--- src/rtl/alu_serial_responder.sv ---
// Bit-serial ALU behind a request/response handshake: one 1-bit slice with a
// registered carry/borrow, LSB first, WIDTH compute cycles per operation.
module alu_serial_responder #(
    parameter int WIDTH = 4
) (
    input  logic             i_clk,
    input  logic             i_rst,
    input  logic             i_req_valid,
    output logic             o_req_ready,
    input  logic [WIDTH-1:0] i_req_a,
    input  logic [WIDTH-1:0] i_req_b,
    input  logic [1:0]       i_req_opcode,
    input  logic             i_req_cin,
    output logic             o_rsp_valid,
    input  logic             i_rsp_ready,
    output logic [WIDTH-1:0] o_rsp_result,
    output logic             o_rsp_cout,
    output logic             o_rsp_zero
);

    localparam int            CW   = (WIDTH > 1) ? $clog2(WIDTH) : 1;
    localparam logic [CW-1:0] LAST = CW'(WIDTH - 1);

    localparam logic [1:0] S_IDLE = 2'd0;
    localparam logic [1:0] S_BUSY = 2'd1;
    localparam logic [1:0] S_DONE = 2'd2;

    localparam logic [1:0] OP_ADD = 2'b00;
    localparam logic [1:0] OP_SUB = 2'b01;
    localparam logic [1:0] OP_AND = 2'b10;
    localparam logic [1:0] OP_OR  = 2'b11;

    logic [1:0]       r_state;
    logic [WIDTH-1:0] r_a;
    logic [WIDTH-1:0] r_b;
    logic [1:0]       r_op;
    logic             r_carry;
    logic [CW-1:0]    r_cnt;
    logic [WIDTH-1:0] r_acc;
    logic [WIDTH-1:0] r_result;
    logic             r_cout;
    logic             r_zero;
    logic             r_valid;

    logic             w_a;
    logic             w_b;
    logic             w_r;
    logic             w_c;
    logic [WIDTH-1:0] w_acc_next;

    // Single 1-bit slice; the accumulator keeps partial bits out of o_rsp_result.
    always_comb begin
        w_a        = r_a[r_cnt];
        w_b        = r_b[r_cnt];
        w_r        = 1'b0;
        w_c        = 1'b0;
        case (r_op)
            OP_ADD: begin
                w_r = w_a ^ w_b ^ r_carry;
                w_c = (w_a & w_b) | (r_carry & (w_a ^ w_b));
            end
            OP_SUB: begin
                w_r = w_a ^ w_b ^ r_carry;
                w_c = (~w_a & w_b) | (~w_a & r_carry) | (w_b & r_carry);
            end
            OP_AND:  w_r = w_a & w_b;
            OP_OR:   w_r = w_a | w_b;
            default: w_r = 1'b0;
        endcase
        w_acc_next        = r_acc;
        w_acc_next[r_cnt] = w_r;
    end

    always_ff @(posedge i_clk or posedge i_rst) begin
        if (i_rst) begin
            r_state  <= S_IDLE;
            r_a      <= '0;
            r_b      <= '0;
            r_op     <= OP_ADD;
            r_carry  <= 1'b0;
            r_cnt    <= '0;
            r_acc    <= '0;
            r_result <= '0;
            r_cout   <= 1'b0;
            r_zero   <= 1'b0;
            r_valid  <= 1'b0;
        end else begin
            case (r_state)
                S_IDLE: begin
                    if (i_req_valid) begin
                        r_a     <= i_req_a;
                        r_b     <= i_req_b;
                        r_op    <= i_req_opcode;
                        // Logic ops never see a carry, so cin is dropped here.
                        r_carry <= i_req_opcode[1] ? 1'b0 : i_req_cin;
                        r_cnt   <= '0;
                        r_acc   <= '0;
                        r_state <= S_BUSY;
                    end
                end
                S_BUSY: begin
                    r_acc   <= w_acc_next;
                    r_carry <= w_c;
                    if (r_cnt == LAST) begin
                        r_result <= w_acc_next;
                        r_cout   <= w_c;
                        r_zero   <= (w_acc_next == '0);
                        r_valid  <= 1'b1;
                        r_state  <= S_DONE;
                    end else begin
                        r_cnt <= r_cnt + 1'b1;
                    end
                end
                S_DONE: begin
                    if (i_rsp_ready) begin
                        r_valid <= 1'b0;
                        r_state <= S_IDLE;
                    end
                end
                default: r_state <= S_IDLE;
            endcase
        end
    end

    assign o_req_ready  = (r_state == S_IDLE);
    assign o_rsp_valid  = r_valid;
    assign o_rsp_result = r_result;
    assign o_rsp_cout   = r_cout;
    assign o_rsp_zero   = r_zero;

endmodule

--- config.mk ---
export PLATFORM = sky130hd
export DESIGN_NAME = alu_serial_responder
export DESIGN_NICKNAME = d
export VERILOG_FILES = /design/src/rtl/alu_serial_responder.sv
export SDC_FILE = /design/constraint.sdc
export NUM_CORES = 1
export LEC_CHECK = 0
export BUFFER_PORTS_ARGS = -buffer_cell sky130_fd_sc_hd__buf_2
export CORE_ASPECT_RATIO = 1.2
export CORE_MARGIN = 2
export CORE_UTILIZATION = 49
export CTS_BUF_LIST = sky130_fd_sc_hd__clkbuf_16
export CTS_CLUSTER_SIZE = 12
export DETAILED_ROUTE_END_ITERATION = 12
export GPL_ROUTABILITY_DRIVEN = 0
export PLACE_DENSITY = 0.76
export SKIP_CTS_REPAIR_TIMING = 1
export SLEW_MARGIN = 20
export SYNTH_ARGS = -nofsm -noshare
export SYNTH_HDL_FRONTEND = slang
export SYNTH_SLANG_ARGS = --single-unit
export TNS_END_PERCENT = 1
--- constraint.sdc ---
create_clock -name i_clk -period 2 [get_ports i_clk]
set_input_delay 0.1 -clock i_clk [delete_from_list [all_inputs] [get_ports i_clk]]
set_output_delay 0.1 -clock i_clk [all_outputs]
set_load 0.03 [all_outputs]
==> results.cfg, run 1 <==
[global_routing]
grt_usage_pct = 19.4
grt_pass1_wl_um = 4350
grt_pass1_vias = 973
antenna_found_initial = 0
grt_max_degree = 26
grt_overflow = 0

[routing]
wirelength_met1_um = 1020
wl_per_cell_um = 14.1
vias_per_cell = 5.27
vias = 928
drc = 0
wirelength_um = 2480
initialDrtViolationCount = 11
top_layer = met4
met2_length_um = 1310
ant_nets = 0
wl_met3_um = 78
first_pass_iters = 4

[die]
initial_core_util_pct = 51.4
die_y_um = 60.7
rows = 20
die_w_um = 51.2
pin_count = 23
core_mm2 = 0.00255
die_area_mm2 = 0.00311

[place]
place_inst = 171
port_buffers = 22
post-dp-hpwl_um = 1840
place_ws_ns = -0.0728

[run]
maxCapViolations = 0

[finish]
filler_cell_count = 224
syn2layout_area_growth_pct = 20.9
fin_nets = 167
num_antenna_cells = 0
instances_no_fill = 176
multi_input_area_um2 = 643
drive_above_1_share_pct = 35.0
seqCellArea_um2 = 627

[synth]
syn-cell-area_mm2 = 0.00131
yosysSeqAreaShare_pct = 47.7
yosysWarnings = 0
synth_top_area_share_pct = 47.7
postSynthAreaPerCell_um2 = 11.5
synthDistinctLibCells = 27
synth_cells = 114
synthTopCellsByArea = dfrtp_1 48%, mux2_2 8.6%, ha_1 5.7%
yosysTopAreaCell = dfrtp_1
ys_seq_elements = 25
synth_fp_nets = 137

[hold_path]
hold_path_startpoint = i_rsp_ready
whs_endpoint = r_state[1]
hold_path_depth = 2
min_path_type = primary input to flip-flop

[status]
violations = setup timing
status = finished with violations

[worst_setup_path]
cp-end-kind = flip-flop
crit_path_cell_trace = mux4_2 -> fa_2 -> nand2b_4 -> o311ai_0 -> a21oi_1
cp.required_ns = 2.13
slowest_stage = fa_2
critPathTopFamily = adder cells
worst_setup_path_start_kind = flip-flop
critPathKind = flip-flop to flip-flop
crit_arrival_ns = 2.16
rr_worst_depth = 5
rrSetupSlack_ns = -0.03
path_buf_inv = 0
cp_max_fo = 5
r2r-end = o_rsp_result[1]
r2r-start = r_cnt[0]
max_stage_delay_ns = 0.60

[clock_network]
clock_latency_ns = 0.26
cts_num_sinks = 25
htree_levels = 1
cts_tree = yes
clk_pin_slew_ns = 0.06
clockBufferDepth = 2
cts_buffers = 3
clockRootBuffer = clkbuf_16

[sta]
finalHoldViolations = 0
finClkSkew_ns = 0.00207
relSlewSlack_pct = 66.8
setup_tns_ns = -0.109
setup_viol = 5
fin_ws_ns = -0.0332
drv_slew = 0
fmax_mhz = 492
rsz0062_at_grt = yes
fin_crit_sh_pct = 102
max_slew.worst_pin.slew_ns = 0.499
fin_crit_ns = 2.03

[pwr]
power.density_mw_per_mm2 = 1840
finalPower_mw = 2.92
power.leakage_nw = 0.737
ir_worst_vdd_uv = 1090
[routing by layer]
metal,track usage (%),vias up
met3,2.96,6
met1,22.5,442
met2,33.8,23
li1,-,457
met4,12.4,0
met5,0,-
[cell type report]
cell class	instances	area share, %
flip-flops and latches	25	39.5
clock inverters	1	0.315
inverters	8	1.89
clock buffers	3	4.73
repair buffers	29	10.4
well taps	33	2.60
multi-input cells	77	40.5
[report_power, final]
part	internal [mW]	total, mW	switching (mW)
clock	0.270	0.447	0.177
sequential	0.744	0.938	0.194
combinational	0.695	1.54	0.843
total	1.71	2.92	1.21
[Yosys cell counts (all sizes together)]
cell type,count
a22o,3
nor3b,1
mux2,10
nor2b,6
nand3b,1
and3b,1
a21oi,4
buf,3
mux2i,2
nand2b,2
or3,1
mux4,2
nor4,1
a22oi,3
o21ai,9
fa,2
o31ai,2
nor2,8
o21bai,2
inv,8
nand2,7
dfrtp,25
clkbuf,1
o311ai,4
ha,6
[layout by cell type (no fill, tap or decap), drive strengths merged]
cell type / count
a21oi: 4
a22o: 3
a22oi: 3
and3b: 1
buf: 28
clkbuf: 3
clkinv: 1
dfrtp: 25
dlygate4sd3: 1
fa: 2
ha: 6
inv: 8
mux2: 10
mux2i: 2
mux4: 2
nand2: 7
nand2b: 2
nand3b: 1
nor2: 8
nor2b: 6
nor3b: 1
nor4: 1
o21ai: 9
o21bai: 2
o311ai: 4
o31ai: 2
or3: 1
[worst reg2reg max path, delay by kind of cell (launching register included)]
family / cells / cell delay [ns]
mux: 1 / 0.58
fa+ha+maj: 1 / 0.60
flops: 1 / 0.40
simple gates: 1 / 0.08
compound gates: 2 / 0.24
[cells by family (layout without fill, tap and decap cells)]
| kind of cell | Yosys count | count (layout) | synth area share (%) |
|---|---|---|---|
| AND/OR/NAND/NOR | 28 | 28 | 11.7 |
| AO/OA/AOI/OAI | 27 | 27 | 13.6 |
| flip-flops | 25 | 25 | 47.7 |
| multiplexers | 14 | 14 | 13.5 |
| buffers and inverters | 12 | 41 | 4.67 |
| adder cells (fa/ha/maj) | 8 | 8 | 8.77 |
[worst max path at each step]
stage	start	to	slack (ns)	depth (start not counted)
finish	r_cnt[0]	o_rsp_result[1]	-0.03	5
global route	r_cnt[0]	r_acc[1]	-0.11	5
CTS	r_cnt[0]	r_acc[0]	-0.09	5
detailed placement	r_cnt[0]	r_acc[2]	-0.07	5
global placement	r_cnt[0]	r_acc[0]	0.01	5
floorplan	r_cnt[0]	r_acc[0]	0.003	5
[through the flow]
| step | instance area (µm²) | hold WS (ns) | util, % |
|---|---|---|---|
| 6_report | 1590 | 0.0242 | 62.2 |
| 5_1_grt | 1590 | 0.0540 | 62.2 |
| 4_1_cts | 1560 | -0.113 | 61.0 |
| 3_5_place_dp | 1480 | 0.166 | 57.9 |
| 3_3_place_gp | 1480 | 0.157 | 57.9 |
| 2_1_floorplan | 1310 | 0.127 | - |
[state kept, by name, summed over array words and instances (netlist names)]
name,cells
o_rsp_result,4
r_a,4
r_b,4
r_acc,3
r_cnt,2
r_op,2
r_state,2
o_rsp_cout,1
o_rsp_valid,1
o_rsp_zero,1
r_carry,1
Power figures use the tool's default switching activity.
==> run 2, diff against run 1 <==
- CTS_BUF_LIST: sky130_fd_sc_hd__clkbuf_16 -> not set
==> run 2 against run 1 <==
The flow finishes with violations (hold timing, setup timing). Clock power is 49% lower. Critical path depth is 1 higher. Highest routed layer unchanged. Largest cell class unchanged. Sequential power is 0.7% lower. Via count is 1.8% higher. Core utilization is 0.49 points lower. Worst setup slack better by 0.0013 ns. Critical path type unchanged. Combinational power hardly changed.
==> results.cfg, run 2 (same netlist as run 1, synthesis figures left out) <==
[status]
status = finished with violations
violations = hold timing, setup timing

[routing]
drc = 0
first_pass_iters = 4
ant_nets = 0
initialDrtViolationCount = 9
wl_per_cell_um = 13.6
wirelength_um = 2460
vias_per_cell = 5.25
vias = 945

[sta]
max_slew.worst_pin.slew_ns = 0.492
drv_slew = 0
fin_crit_sh_pct = 102
relSlewSlack_pct = 67.2
finClkSkew_ns = 0.00694
setup_tns_ns = -0.0352
fmax_mhz = 492
setup_viol = 2
finalHoldViolations = 1
rsz0062_at_grt = yes
fin_ws_ns = -0.0319
hold_slack_ns = -0.0205
fin_crit_ns = 2.03

[pwr]
finalPower_mw = 2.70
ir_worst_vdd_uv = 1090
power.leakage_nw = 0.731
power.density_mw_per_mm2 = 1720

[die]
initial_core_util_pct = 51.4
die_y_um = 60.7
rows = 20
die_w_um = 51.2
core_mm2 = 0.00255
die_area_mm2 = 0.00311
pin_count = 23

[worst_setup_path]
critPathTopFamily = multiplexers
worst_setup_path_start_kind = flip-flop
cp_max_fo = 5
rrSetupSlack_ns = -0.03
critPathKind = flip-flop to flip-flop
cp.required_ns = 2.23
slowest_stage = mux4_2
path_buf_inv = 1
max_stage_delay_ns = 0.56
crit_arrival_ns = 2.26
rr_worst_depth = 6
worst-path-stages = 6
crit_path_cell_trace = mux4_2 -> inv_2 -> fa_2 -> nand2b_4 -> o31ai_1 -> a22o_1
cp-end-kind = flip-flop

[finish]
syn2layout_area_growth_pct = 19.9
fin_nets = 171
filler_cell_count = 229
instances_no_fill = 180
num_antenna_cells = 0
layout_common_cells = 24 x dfrtp_1, 22 x buf_2, 10 x mux2_2
drive_above_1_share_pct = 34.0
layout_commonest_cell = dfrtp_1

[global_routing]
grt_usage_pct = 18.7
grt_overflow = 0
grt_max_degree = 26
grt_pass1_wl_um = 4280
grt_pass1_vias = 965
antenna_found_initial = 0

[place]
port_buffers = 22
place_inst = 171
post-dp-hpwl_um = 1840
place_ws_ns = -0.0728

[clock_network]
cts_num_sinks = 25
cts_tree = yes
clockBufferDepth = 2
cts_buffers = 3
htree_levels = 1
clock_latency_ns = 0.32
clk_pin_slew_ns = 0.14
clockRootBuffer = clkbuf_4

[hold_path]
hold_path_depth = 3
min_path_type = primary input to flip-flop

[run]
maxCapViolations = 0
## run 2: cell count changes in the layout (fill, tap and decap cells not counted)
cell and delta:
o21ai_1 +1, clkbuf_16 -3, o21ai_0 -1, dlygate4sd3_1 +4
o311ai_1 +1, o311ai_0 -1, clkbuf_4 +3
## run 2: worst min-delay path, delay by kind of cell
family / cells / cell delay, ns
simple gates: 1 / 0.04
compound gates: 1 / 0.05
buf+inv: 1 / 0.08
## run 2: path summary, 6_finish.rpt
| check | from | end |
|---|---|---|
| max | r_cnt[0] | o_rsp_zero |
| min | i_req_opcode[1] | r_op[1] |
| max reg2reg | r_cnt[0] | o_rsp_zero |
| min reg2reg | o_rsp_cout | o_rsp_cout |
| max in group asynchronous | i_rst | r_cnt[0] |
| min in group asynchronous | i_rst | r_a[1] |
## run 2: power by group
part | total, mW | switching [mW] | internal, mW
logic | 1.54 | 0.841 | 0.698
registers | 0.931 | 0.190 | 0.740
clock network | 0.230 | 0.155 | 0.0750
## run 2: cell type report
class | count | area, µm² | area share (%)
timing repair buffer | 33 | 205 | 13.0
inverter | 8 | 30.0 | 1.91
tap | 33 | 41.3 | 2.62
clock inverter | 1 | 5.00 | 0.318
multi-input combinational | 77 | 643 | 40.9
clock buffer | 3 | 22.5 | 1.43
sequential | 25 | 627 | 39.8
## run 2: stage by stage
step | utilization (%) | area, µm²
CTS | 59.0 | 1510
finish | 61.7 | 1570
floorplan | - | 1310
global route | 61.7 | 1570
detailed placement | 57.9 | 1480
global placement | 57.9 | 1480
## run 2: per-layer routing
layer	vias to the layer above	global-route usage, %	routed length [µm]
met1	450	22.0	1020
met5	-	0	0
met2	21	33.6	1310
li1	468	-	-
met3	6	2.22	69
met4	0	10.2	63
